$ cat config.mk
export PLATFORM = sky130hd
export DESIGN_NAME = jtag_tap_param
export DESIGN_NICKNAME = d
export VERILOG_FILES = /design/src/rtl/jtag_tap_param.sv
export SDC_FILE = /design/constraint.sdc
export NUM_CORES = 1
export LEC_CHECK = 0
export CAP_MARGIN = 10
export CORE_AREA = 2 2 54 106
export CTS_CLUSTER_SIZE = 30
export DETAILED_ROUTE_END_ITERATION = 16
export DIE_AREA = 0 0 56 108
export PLACE_DENSITY_LB_ADDON = 0.25
export SYNTH_ARGS = -nofsm -noshare
export SYNTH_HDL_FRONTEND = slang
export SYNTH_SLANG_ARGS = --single-unit
$ cat constraint.sdc
create_clock -name tck -period 2.2 [get_ports tck]
set_clock_uncertainty 0.2 [all_clocks]
set_input_delay 0.44 -clock tck [delete_from_list [all_inputs] [get_ports tck]]
set_output_delay 0.44 -clock tck [all_outputs]
set_load 0.01 [all_outputs]
$ cat src/rtl/jtag_tap_param.sv
// IEEE 1149.1 TAP controller with a parametrised IR and IDCODE / BYPASS / USER data registers.
// state | meaning: TLR reset-idle, RTI run-idle, SEL_x select, CAP_x capture, SH_x shift,
//       EX1_x/EX2_x exit, PAU_x pause, UPD_x update (x = DR or IR)
module jtag_tap_param #(
  parameter int unsigned       IR_W         = 4,
  parameter logic [31:0]       IDCODE_VAL   = 32'h000FAF01,
  parameter logic [IR_W-1:0]   IDCODE_INSTR = IR_W'(4'b1110),
  parameter logic [IR_W-1:0]   USER_INSTR   = IR_W'(4'b1010),
  parameter int unsigned       USER_DR_W    = 8
) (
  input  logic                 tck,
  input  logic                 trst_n,
  input  logic                 enable,
  input  logic                 tms,
  input  logic                 tdi,
  output logic                 tdo,
  output logic                 tdo_en,
  output logic [3:0]           tap_state,
  output logic [IR_W-1:0]      ir_value,
  input  logic [USER_DR_W-1:0] user_capture,
  output logic [USER_DR_W-1:0] user_dr,
  output logic                 user_update
);

  typedef enum logic [3:0] {
    EX2_DR = 4'h0, EX1_DR = 4'h1, SH_DR  = 4'h2, PAU_DR = 4'h3,
    SEL_IR = 4'h4, UPD_DR = 4'h5, CAP_DR = 4'h6, SEL_DR = 4'h7,
    EX2_IR = 4'h8, EX1_IR = 4'h9, SH_IR  = 4'hA, PAU_IR = 4'hB,
    RTI    = 4'hC, UPD_IR = 4'hD, CAP_IR = 4'hE, TLR    = 4'hF
  } tap_state_t;

  localparam logic [IR_W-1:0]      IR_CAP   = IR_W'(2'b01);
  localparam logic [USER_DR_W-1:0] USER_MSB = USER_DR_W'(1) << (USER_DR_W - 1);

  tap_state_t            state;
  tap_state_t            state_nxt;
  logic [IR_W-1:0]       ir_sr;
  logic [31:0]           idcode_sr;
  logic                  bypass_sr;
  logic [USER_DR_W-1:0]  user_sr;
  logic                  sel_idcode;
  logic                  sel_user;
  logic                  dr_lsb;

  function automatic tap_state_t next_of(input tap_state_t s, input logic m);
    case (s)
      TLR:    return m ? TLR    : RTI;
      RTI:    return m ? SEL_DR : RTI;
      SEL_DR: return m ? SEL_IR : CAP_DR;
      CAP_DR: return m ? EX1_DR : SH_DR;
      SH_DR:  return m ? EX1_DR : SH_DR;
      EX1_DR: return m ? UPD_DR : PAU_DR;
      PAU_DR: return m ? EX2_DR : PAU_DR;
      EX2_DR: return m ? UPD_DR : SH_DR;
      UPD_DR: return m ? SEL_DR : RTI;
      SEL_IR: return m ? TLR    : CAP_IR;
      CAP_IR: return m ? EX1_IR : SH_IR;
      SH_IR:  return m ? EX1_IR : SH_IR;
      EX1_IR: return m ? UPD_IR : PAU_IR;
      PAU_IR: return m ? EX2_IR : PAU_IR;
      EX2_IR: return m ? UPD_IR : SH_IR;
      UPD_IR: return m ? SEL_DR : RTI;
      default: return TLR;
    endcase
  endfunction

  assign state_nxt  = enable ? next_of(state, tms) : TLR;
  assign tap_state  = state;
  // IDCODE wins if both opcodes were configured identical
  assign sel_idcode = (ir_value == IDCODE_INSTR);
  assign sel_user   = (ir_value == USER_INSTR) && !sel_idcode;
  assign dr_lsb     = sel_idcode ? idcode_sr[0] : (sel_user ? user_sr[0] : bypass_sr);

  always_ff @(posedge tck or negedge trst_n) begin
    if (!trst_n) begin
      state       <= TLR;
      ir_value    <= IDCODE_INSTR;
      ir_sr       <= '0;
      idcode_sr   <= '0;
      bypass_sr   <= 1'b0;
      user_sr     <= '0;
      user_dr     <= '0;
      user_update <= 1'b0;
    end else begin
      state       <= state_nxt;
      user_update <= 1'b0;
      if (state_nxt == TLR)
        ir_value <= IDCODE_INSTR;
      else if (state == UPD_IR)
        ir_value <= ir_sr;
      case (state)
        CAP_IR: ir_sr <= IR_CAP;
        SH_IR:  ir_sr <= {tdi, ir_sr[IR_W-1:1]};
        CAP_DR: begin
          if (sel_idcode)    idcode_sr <= IDCODE_VAL;
          else if (sel_user) user_sr   <= user_capture;
          else               bypass_sr <= 1'b0;
        end
        SH_DR: begin
          if (sel_idcode)    idcode_sr <= {tdi, idcode_sr[31:1]};
          else if (sel_user) user_sr   <= (user_sr >> 1) | (tdi ? USER_MSB : '0);
          else               bypass_sr <= tdi;
        end
        UPD_DR: begin
          if (sel_user) begin
            user_dr     <= user_sr;
            user_update <= 1'b1;
          end
        end
        default: ;
      endcase
    end
  end

  // tdo/tdo_en launch on the falling edge so the probe samples a settled bit
  always_ff @(negedge tck or negedge trst_n) begin
    if (!trst_n) begin
      tdo    <= 1'b0;
      tdo_en <= 1'b0;
    end else begin
      tdo_en <= (state == SH_IR) || (state == SH_DR);
      if (state == SH_IR)      tdo <= ir_sr[0];
      else if (state == SH_DR) tdo <= dr_lsb;
      else                     tdo <= 1'b0;
    end
  end

endmodule

==> impl_metrics.yaml <==
status:
  violations: "setup timing"
  status: "finished, violations left"
detailed_routing:
  first_pass_iters: 5
  routed_wl_um: 4992
  ant_nets: 0
  wl_met1_um: 2200
  vias: 1771
  wl_met3_um: 171
  vias_per_cell: 5.517
  topRoutingLayerUsed: "met4"
  wl_met2_um: 2450
  remaining_drc_errors: 0
  wire_per_inst_um: 15.55
  drtIter0Drc: 30
cells_and_area:
  mostFrequentLayoutCells: "dfrtp_1, clkdlybuf4s50_1, a22o_1"
  nFillCells: 408
  fin_util_pct: 66.12
  area_delta_synth_final_pct: 23.93
  layout_commonest_cell: "dfrtp_1"
  nNetsFinal: 271
  diodes: 0
  drive_above_1_share_pct: 26.24
job:
  cap_violations: 0
synthesis:
  synth_area_per_cell_um2: 13.30
  synth_area_leaders: "dfrtp_1, a22o_1, dfstp_2"
  syn_area_um2: 2766
  synth_seq_cells: 64
  yosysWarnings: 0
  synthCells: 208
  yosys.area.top_type: "dfrtp_1"
  synth_top_area_share_pct: 49.75
  yosysUniqueCellTypes: 34
  synth_nets: 221
  synth-seq-area-share_pct: 58.21
cts:
  cts.sinks: 64
  clk_latency_ns: 0.34
  cts_tree: "yes"
  clock_path_buffers: 2
  clk_pin_slew_ns: 0.06
  ctsRootBufferMaster: "clkbuf_8"
  htree_num_levels: 3
  numCtsBuffers: 9
place:
  gp_congestion: 0.7157
  io_buffers: 31
  hpwl_um: 3336
  dpl_worst_slack_ns: -0.4465
min_path:
  hold_path_class: "reg -> reg"
timing:
  tightestPinTransition_ns: 0.5943
  relSlewSlack_pct: 60.38
  rsz0062_at_grt: "true"
  holdWs_ns: 0.2817
  fin_ws_ns: -0.3834
  final_max_slew_viol_count: 0
  hold_viol: 0
  setup_violations: 3
global_routing:
  antenna_found_initial: 0
  grt_pass1_vias: 1805
  grt_overflow: 0
  grt_pass1_wl_um: 8742
  grt_max_degree: 50
  track_usage_pct: 18.97
power:
  sw_frac_of_total_pct: 23.77
  total_power_w: 0.002728
  powerDensity_nw_per_um2: 795.7
  p_clk_share_pct: 36.3
  cellInternalPower_w: 0.002079
  irDropWorstVdd_mv: 0.5991
  pwr-share-comb_pct: 13.2
  seqPwrFrac_pct: 50.5
  p_sw_w: 0.0006485
  power_leakage_nw: 1.623
worst_setup_path:
  cp_max_fo: 1
  worst-setup-path-type: "reg -> out"
  crit_chain: "buf_2"
  endpoint_kind: "output pin"
  start_kind: "flip-flop"
  cp_top_family: "flip-flops"
  max_stage_delay_ns: 0.39
  critPathArrivalTime_ns: 1.94
  worst_path_max_delay_cell: "dfrtn_1"
  cp_num_buf_inv: 1
  cp_data_required_time_ns: 1.56
die:
  die_h_um: 108
  dieWidth_um: 56
  dieArea_um2: 6048
  rows: 37
  core-area_um2: 5185
  initial_core_util_pct: 53.35
  io_pins: 32
[worst paths after layout]
check	start	endpoint	slack (ns)	depth (start not counted)
setup / recovery	tdo$_DFF_NN0_	tdo	-0.38	1
hold / removal	idcode_sr[10]$_DFFE_PN0P_	idcode_sr[10]$_DFFE_PN0P_	0.28	1
setup reg to reg	ir_value[1]$_DFFE_PN1P_	tdo$_DFF_NN0_	-0.30	3
hold reg to reg	idcode_sr[10]$_DFFE_PN0P_	idcode_sr[10]$_DFFE_PN0P_	0.28	1
max in group asynchronous	trst_n	tdo_en$_DFF_NN0_	0.37	2
min in group asynchronous	trst_n	user_dr[6]$_DFFE_PN0P_	0.49	3
[synth_stat cells, drive strengths merged]
cell type and instances:
nor4 1, or3 2, nand4b 1, dfrtn 2, dfrtp 55, nor3b 1, inv 2, nand3b 5
nand2b 12, o21ai 7, clkbuf 5, and4 1, dfstp 7, nor2b 3, mux2 37, and2 1
nor4b 1, nor2 2, a311oi 1, or4 1, nand2 14, a22o 21, a21o 3, buf 7
o2111ai 1, a21oi 2, and3b 1, mux2i 5, and3 2, nand3 5
[cell families (layout without fill, tap and decap cells)]
family | count (synthesis) | count (layout) | synth area share (%)
buffers and inverters | 14 | 69 | 2.668
AOI/OAI and AO/OA | 35 | 35 | 9.724
and+or+nand+nor | 53 | 53 | 11.44
DFF | 64 | 64 | 58.21
muxes | 42 | 42 | 17.96
[state kept, by name, indices dropped and copies added, names as in the netlist]
register / count
bypass_sr: 1
ir_sr: 4
idcode_sr: 32
user_sr: 8
tap_state: 4
tdo: 1
ir_value: 4
user_update: 1
tdo_en: 1
user_dr: 8
[timing repair]
item | CTS | global route
hold endpoints to repair | 10 | 0
setup buffers | 0 | 0
resized for setup | 14 | 1
setup endpoints to repair | 9 | 4
hold buffers | 1 | 0
[through the flow]
step	cells	setup TNS (ns)	cell area [um2]
floorplan	208	-0.4576	2784
global placement	304	-1.161	3221
detailed placement	304	-1.156	3221
CTS	321	-1.064	3426
global route	321	-1.140	3428
finish	321	-1.037	3428
[per-layer routing]
layer | vias up | GRT usage, %
met5 | - | 0
met4 | 0 | 11.39
met3 | 15 | 4.067
met2 | 38 | 28.82
met1 | 870 | 24.86
li1 | 848 | -
[final cells by class]
class / instances / area (um2) / share of cell area, %
sequential: 64 / 1610 / 46.97
inverter: 2 / 7.507 / 0.2190
clock inverter: 1 / 7.507 / 0.2190
clock buffer: 15 / 196.4 / 5.730
tap: 58 / 72.57 / 2.117
multi-input combinational: 130 / 1090 / 31.79
timing repair buffer: 51 / 444.2 / 12.96
[power groups by stage]
stage | clock network, W | registers [W] | logic [W]
global placement | 0 | 0.00139 | 0.000361
CTS | 0.00101 | 0.00138 | 0.000369
floorplan | 0 | 0.00139 | 0.000216
global route | 0.00106 | 0.00140 | 0.000401
detailed placement | 0 | 0.00140 | 0.000371
finish | 0.000990 | 0.00138 | 0.000361
(Power assumes the default switching activity.)
